**src/rtl/pwm_multi.sv**
```systemverilog
// Multi-channel PWM generator: shared counter, per-channel duty compare, double-buffered
// period/duty updates at period end. Define PWM_MULTI_CENTER_EN for center-aligned (up/down) counting.
module pwm_multi #(
    parameter int WIDTH    = 16,
    parameter int CHANNELS = 4
) (
    input  logic                      CLK,
    input  logic                      RST,
    input  logic                      EN,
    input  logic                      LOAD,
    input  logic [WIDTH-1:0]          PERIOD,
    input  logic [CHANNELS*WIDTH-1:0] DUTY,
`ifdef PWM_MULTI_CENTER_EN
    input  logic                      CENTER,
`endif
    output logic [CHANNELS-1:0]       PWM,
    output logic [WIDTH-1:0]          CNT,
    output logic                      PEND,
    output logic                      PENDING
);

    logic [WIDTH-1:0]    cnt;
    logic [WIDTH-1:0]    period_a;
    logic [WIDTH-1:0]    period_p;
    logic [WIDTH-1:0]    duty_a [CHANNELS];
    logic [WIDTH-1:0]    duty_p [CHANNELS];
    logic                pending_q;
    logic [CHANNELS-1:0] pwm_q;
    logic                at_top;
    logic                period_end;

`ifdef PWM_MULTI_CENTER_EN
    logic center_a;
    logic center_p;
    logic dir;

    // Period end sits on the down-count at 1; tiny periods (0/1) have no down leg and wrap at the top.
    always_comb begin
        period_end = 1'b0;
        if (EN) begin
            if (center_a)
                period_end = (dir && cnt == WIDTH'(1)) ||
                             (!dir && at_top && period_a <= WIDTH'(1));
            else
                period_end = at_top;
        end
    end
`else
    assign period_end = EN && at_top;
`endif

    assign at_top = (cnt >= period_a);

    always_ff @(posedge CLK) begin
        if (RST) begin
            cnt <= '0;
`ifdef PWM_MULTI_CENTER_EN
            dir <= 1'b0;
`endif
        end else if (!EN || period_end) begin
            cnt <= '0;
`ifdef PWM_MULTI_CENTER_EN
            dir <= 1'b0;
`endif
`ifdef PWM_MULTI_CENTER_EN
        end else if (center_a && (dir || at_top)) begin
            cnt <= cnt - 1'b1;
            dir <= 1'b1;
`endif
        end else begin
            cnt <= cnt + 1'b1;
        end
    end

    // Pending capture and active update; with the counter parked, updates take effect immediately.
    always_ff @(posedge CLK) begin
        if (RST) begin
            period_a  <= '1;
            period_p  <= '0;
            pending_q <= 1'b0;
            for (int i = 0; i < CHANNELS; i++) begin
                duty_a[i] <= '0;
                duty_p[i] <= '0;
            end
`ifdef PWM_MULTI_CENTER_EN
            center_a <= 1'b0;
            center_p <= 1'b0;
`endif
        end else begin
            if (LOAD) begin
                period_p <= PERIOD;
                for (int i = 0; i < CHANNELS; i++)
                    duty_p[i] <= DUTY[i*WIDTH +: WIDTH];
`ifdef PWM_MULTI_CENTER_EN
                center_p <= CENTER;
`endif
            end

            if (!EN) begin
                if (LOAD) begin
                    period_a <= PERIOD;
                    for (int i = 0; i < CHANNELS; i++)
                        duty_a[i] <= DUTY[i*WIDTH +: WIDTH];
`ifdef PWM_MULTI_CENTER_EN
                    center_a <= CENTER;
`endif
                end else if (pending_q) begin
                    period_a <= period_p;
                    for (int i = 0; i < CHANNELS; i++)
                        duty_a[i] <= duty_p[i];
`ifdef PWM_MULTI_CENTER_EN
                    center_a <= center_p;
`endif
                end
                pending_q <= 1'b0;
            end else if (period_end && pending_q) begin
                period_a <= period_p;
                for (int i = 0; i < CHANNELS; i++)
                    duty_a[i] <= duty_p[i];
`ifdef PWM_MULTI_CENTER_EN
                center_a <= center_p;
`endif
                // A LOAD landing on this edge stays pending for the next period.
                pending_q <= LOAD;
            end else if (LOAD) begin
                pending_q <= 1'b1;
            end
        end
    end

    // Compare in WIDTH+1 bits so duty beyond the period reads as constant high.
    always_ff @(posedge CLK) begin
        if (RST) begin
            pwm_q <= '0;
        end else begin
            for (int i = 0; i < CHANNELS; i++)
                pwm_q[i] <= EN && ({1'b0, cnt} < {1'b0, duty_a[i]});
        end
    end

    assign PWM     = pwm_q;
    assign CNT     = cnt;
    assign PEND    = period_end;
    assign PENDING = pending_q;

endmodule

```
**config.mk**
```make
export PLATFORM = sky130hd
export DESIGN_NAME = pwm_multi
export DESIGN_NICKNAME = d
export VERILOG_FILES = /design/src/rtl/pwm_multi.sv
export SDC_FILE = /design/constraint.sdc
export NUM_CORES = 1
export LEC_CHECK = 0
export ABC_AREA = 0
export CORE_MARGIN = 1.5
export CORE_UTILIZATION = 55
export CTS_CLUSTER_DIAMETER = 50
export DETAILED_ROUTE_END_ITERATION = 12
export PLACE_DENSITY = 0.79
export SLEW_MARGIN = 40
export SYNTH_ARGS = -nofsm -noshare
export SYNTH_HDL_FRONTEND = slang
export SYNTH_SLANG_ARGS = --single-unit
```
**constraint.sdc**
```tcl
create_clock -name CLK -period 6.8 [get_ports CLK]
set_input_delay 1.36 -clock CLK [delete_from_list [all_inputs] [get_ports CLK]]
set_output_delay 1.36 -clock CLK [all_outputs]
set_load 0.02 [all_outputs]
```
# After elaboration in Yosys (flattened, before gate mapping)
# Memories as Yosys holds them, arrays and structs flattened.
# Cells that the tools add are included.
# word_totals
mem_bits_rw,128
reg_bits,53
n_memories,2
elab_cells,83
# op_classes
n_lt_le_gt_ge,5
n_bitwise,17
addsub,1
reduce_logical,13
mux,39
n_eq_ne,1
# memory_table
memory,words,width,read_ports,rd_clocked_by_memory_dff,wr,line_no,source
duty_a,4,16,4,0,4,25,logic [WIDTH-1:0] duty_a [CHANNELS];
duty_p,4,16,4,0,4,26,logic [WIDTH-1:0] duty_p [CHANNELS];
# ops
op,n
two-way mux 16 bit,20
< comparator 16 bit,4
two-way mux 1 bit,19
adder 16 x 1 -> 16 bit (second input constant),1
greater-or-equal comparator 16 bit,1
bitwise OR 1 bit,16
logical AND 1 bit,6
OR reduction 2 bit,2
nonzero test 3 bit,1
!= test 2 x 1 -> 1 bit (second input constant),1
AND reduction 2 bit,1
nonzero test 2 bit,1
zero test 1 bit,1
logical OR 1 bit,1
inverter 1 bit,1

# Depth between registers and ports, before layout
# depth
depth_word,8
ltp_mapped,10

# Least setup slack after synthesis
# OpenSTA, ideal clock, no wires.
# synth_timing
path_kind,input to register
startpoint,input RST
endpoint,memory duty_a[0][0] (data pin)
slack_ns,3.255
path_stages,7
arrival_ns,3.289
cell_sequence,clkbuf_1 or2_2 nor2_1 o21a_1 buf_4 buf_6 a22o_1
# synth_rtl
element,line_no,source
from (decl),8,"input logic RST,"
to (decl),25,

# Worst setup path in the final report
# layout_timing
startpoint,register cnt[11] (netlist: CNT[11])
endpoint,output PEND
# layout_via
elab_chain_cells,2
# layout_rtl
element,line_no,source
from (decl),22,logic [WIDTH-1:0] cnt;
from (signal assigned),71,cnt <= cnt + 1'b1;
greater-or-equal comparator 16 bit,52,assign at_top = (cnt >= period_a);
logical AND 1 bit,49,assign period_end = EN && at_top;
to (decl),18,"output logic PEND,"
# Every way passes these cells.

==> run metrics <==
Setup CP Type=reg -> out; Max-Cap Viols=0; worst hold start=period_p[11]; final cycle utilization of the critical path=66.9%; CORE AREA=0.0159 mm^2; Worst path depth=7; Layout Skew=0.0145 ns; WP data required=5.44 ns; vias in the first global route=6,340; area growth from synthesis to layout=19.4%; GRT overflow=0; Synth Area in Simple Gates=12.2%; initial core utilization=56.3%; Clock Latency Late Sink=0.44 ns; CP arrival=3.19 ns; syn nets=940; Final Max Tran Viols=0; ys flop type=edfxtp_1; Bufs and invs on worst path=1; synthesized instance count=779; CTS max path bufs=2; Synth Area in Adders=10.7%; Area after DPL=0.0101 mm^2; Area contributors post-synth=edfxtp_1 (43%), dfxtp_1 (12%), ha_1 (11%); DP HPWL=13,900 um; top achievable clock speed=0.220 GHz; synthesized flop and latch total=181; biggest area consumer among synthesized cells=edfxtp_1; sequential area share after synthesis=54.6%; via/cell ratio=5.71; largest net degree at the start of global routing=65; Total GRT Usage=24.8%; Final Cell Area=0.0107 mm^2; Hold/Removal Path Class=reg -> reg; WL/cell=18.3 um; crit path max fanout=10; mean area per synthesized cell=11.5 um^2; Num CTS Buffers=17; Slew HR=49.4%; hold buffer count at cts=0; Worst Setup EP=PEND; Pwr per Cell Area=229 mW/mm^2; Placed Instances=1,068; worst reg-to-reg path cell count=7; Synth Area in XOR/XNOR=1.37%; DRC errors left=0; CTS tree=built; share of layout cells above drive strength 1=5.09%; number of synthesized flops with an enable pin=128; Compound-Gate Fraction of Synth Area=13.6%; RR Endpoint=duty_a[1][12]; Leakage Power=4.56 nW; total number of vias=6,278; Least-Margin Pin Slew=0.759 ns; Largest delay share family, worst path=flip-flops; Final Hold Viols=0; Reg2Reg Launch Point=CNT[11]; Mapped Area=0.00898 mm^2; clk root buf=clkbuf_16; Final nets=1,032; worst setup path startpoint=CNT[11]; Netlist cell types=42; Top Ports=106; Die Y=131 um; number of core rows=46; reg2reg setup slack=3.64 ns; ys async rst share=0%; CP max stage delay=0.78 ns; final wirelength=20,100 um; CTS sink cnt=181; depth of the CTS H-tree=4; die area=0.0171 mm^2; antenna violations before repair=0; Worst setup SP type=register; multiplexer share of the synthesized area=1.78%; antenna viol nets, final=0; crit path cell chain=ha_1, a21oi_1, o21ai_0, a22oi_1, nand3_1, and2_1, clkdlybuf4s50_1; CTS-repair resized insts=0; Placer Congestion=0.825; status=finished, final reports clean; largest family of logic cells by synthesized area=compound AO/OA/AOI/OAI gates; synth warn=0; first-pass GRT wire length=31,700 um; # Post-CTS Setup Buffers=0; initial drt markers=520; fin worst setup slack=2.25 ns; port bufs=105; slowest cell on the critical path=dfxtp_1; Finished Layout Cells=1,100; post-layout minimum cycle time=4.55 ns; RSZ-0062 raised after global routing=false; Clock transition at path regs=0.07 ns; pre-CTS WS=2.66 ns; worst IR drop on VDD=0.000190 V; setup violators final=0; setup_tns=0 ns; Critical Path Sink Type=output port; antenna cells=0; Die W=131 um; top-area cell type share of the netlist area=42.8%; Pre-antenna DRT Iters=5
## area by class of cell
| class | instances | area (um^2) |
|---|---|---|
| sequential | 181 | 4900 |
| clock inverter | 13 | 134 |
| multi-input combinational | 480 | 3580 |
| clock buffer | 19 | 433 |
| timing repair buffer | 109 | 1080 |
| tap | 216 | 270 |
| fill | 1154 | 5220 |
| inverter | 82 | 308 |
## placed cells by master, fill, tap and decap left out, drive strengths merged, types with 2 or more instances in the layout
master         instances
a211oi                18
and3                   3
or2                    6
nor2b                 16
inv                   83
clkbuf                19
a21oi                 41
edfxtp               128
clkdlybuf4s50        103
nand2b                 4
and2                  65
nand2                 19
a21o                  13
dfxtp                 53
o21ai                 17
nor2                  48
buf                    6
clkinv                 8
clkinvlp               2
nor3                  21
xor2                   7
bufinv                 2
xnor2                  7
nand4                 10
a22o                  67
mux2i                 16
nand3                  8
nor4                   5
ha                    77
## synth_stat cells, drive strengths merged (8+ instances only)
| cell type | count |
|---|---|
| dfxtp | 53 |
| nand4 | 10 |
| and2 | 65 |
| nand2 | 19 |
| a211oi | 18 |
| nor2 | 48 |
| clkbuf | 15 |
| ha | 77 |
| a21oi | 41 |
| edfxtp | 128 |
| nor2b | 16 |
| nand3 | 8 |
| buf | 21 |
| inv | 82 |
| o21ai | 17 |
| mux2i | 16 |
| nor3 | 21 |
| a22o | 67 |
| a21o | 13 |
## logic make-up after synthesis
kind of cell / Yosys count
flops: 181
mux: 16
compound gates: 167
simple gates: 206
xor+xnor: 14
buf+inv: 118
fa+ha+maj: 77
## worst register-to-register path, cell delays in order (launching register included)
cell	delay [ns]
dfxtp_1	0.78
ha_1	0.29
nand2_1	0.11
nor4_2	0.32
o311ai_2	0.24
a31oi_1	0.30
o21a_4	0.65
a22o_1	0.33
## worst min-delay path by stage
| stage | to | slack [ns] | cells past startpoint |
|---|---|---|---|
| 2_1_floorplan | period_p[0] | 0.45 | 2 |
| 3_3_place_gp | period_p[8] | 0.46 | 2 |
| 3_5_place_dp | period_p[2] | 0.48 | 2 |
| 4_1_cts | period_p[2] | 0.50 | 2 |
| 5_1_grt | period_p[13] | 0.52 | 2 |
| 6_report | period_p[11] | 0.50 | 2 |
## routing by layer
| metal | global-route usage (%) | wire [um] | vias up |
|---|---|---|---|
| met3 | 5.29 | 1270 | 35 |
| met2 | 42.8 | 10300 | 207 |
| met1 | 30.5 | 8140 | 3041 |
| met5 | 0 | 0 | - |
| li1 | - | - | 2995 |
| met4 | 10.1 | 408 | 0 |
## registers in the layout, indices dropped and copies added, names as in the netlist
signal    count
period_a     16
PWM           4
duty_a       64
CNT          16
PENDING       1
duty_p       64
period_p     16
## power breakdown
group	internal, W	switching (W)	leakage [nW]
registers	0.00126	0.0000259	1.80
logic	0.000105	0.000117	2.49
clock network	0.000539	0.000415	0.268
total	0.00190	0.000558	4.56
## per-stage QoR
stage	utilization, %	hold WS, ns	total power (W)
4_1_cts	67.2	0.496	0.00247
5_1_grt	67.2	0.524	0.00254
3_5_place_dp	63.7	0.481	0.00153
2_1_floorplan	-	0.452	0.00142
6_report	67.2	0.499	0.00246
3_3_place_gp	63.5	0.465	0.00151
Note: power is estimated with default switching activity, not from simulation.
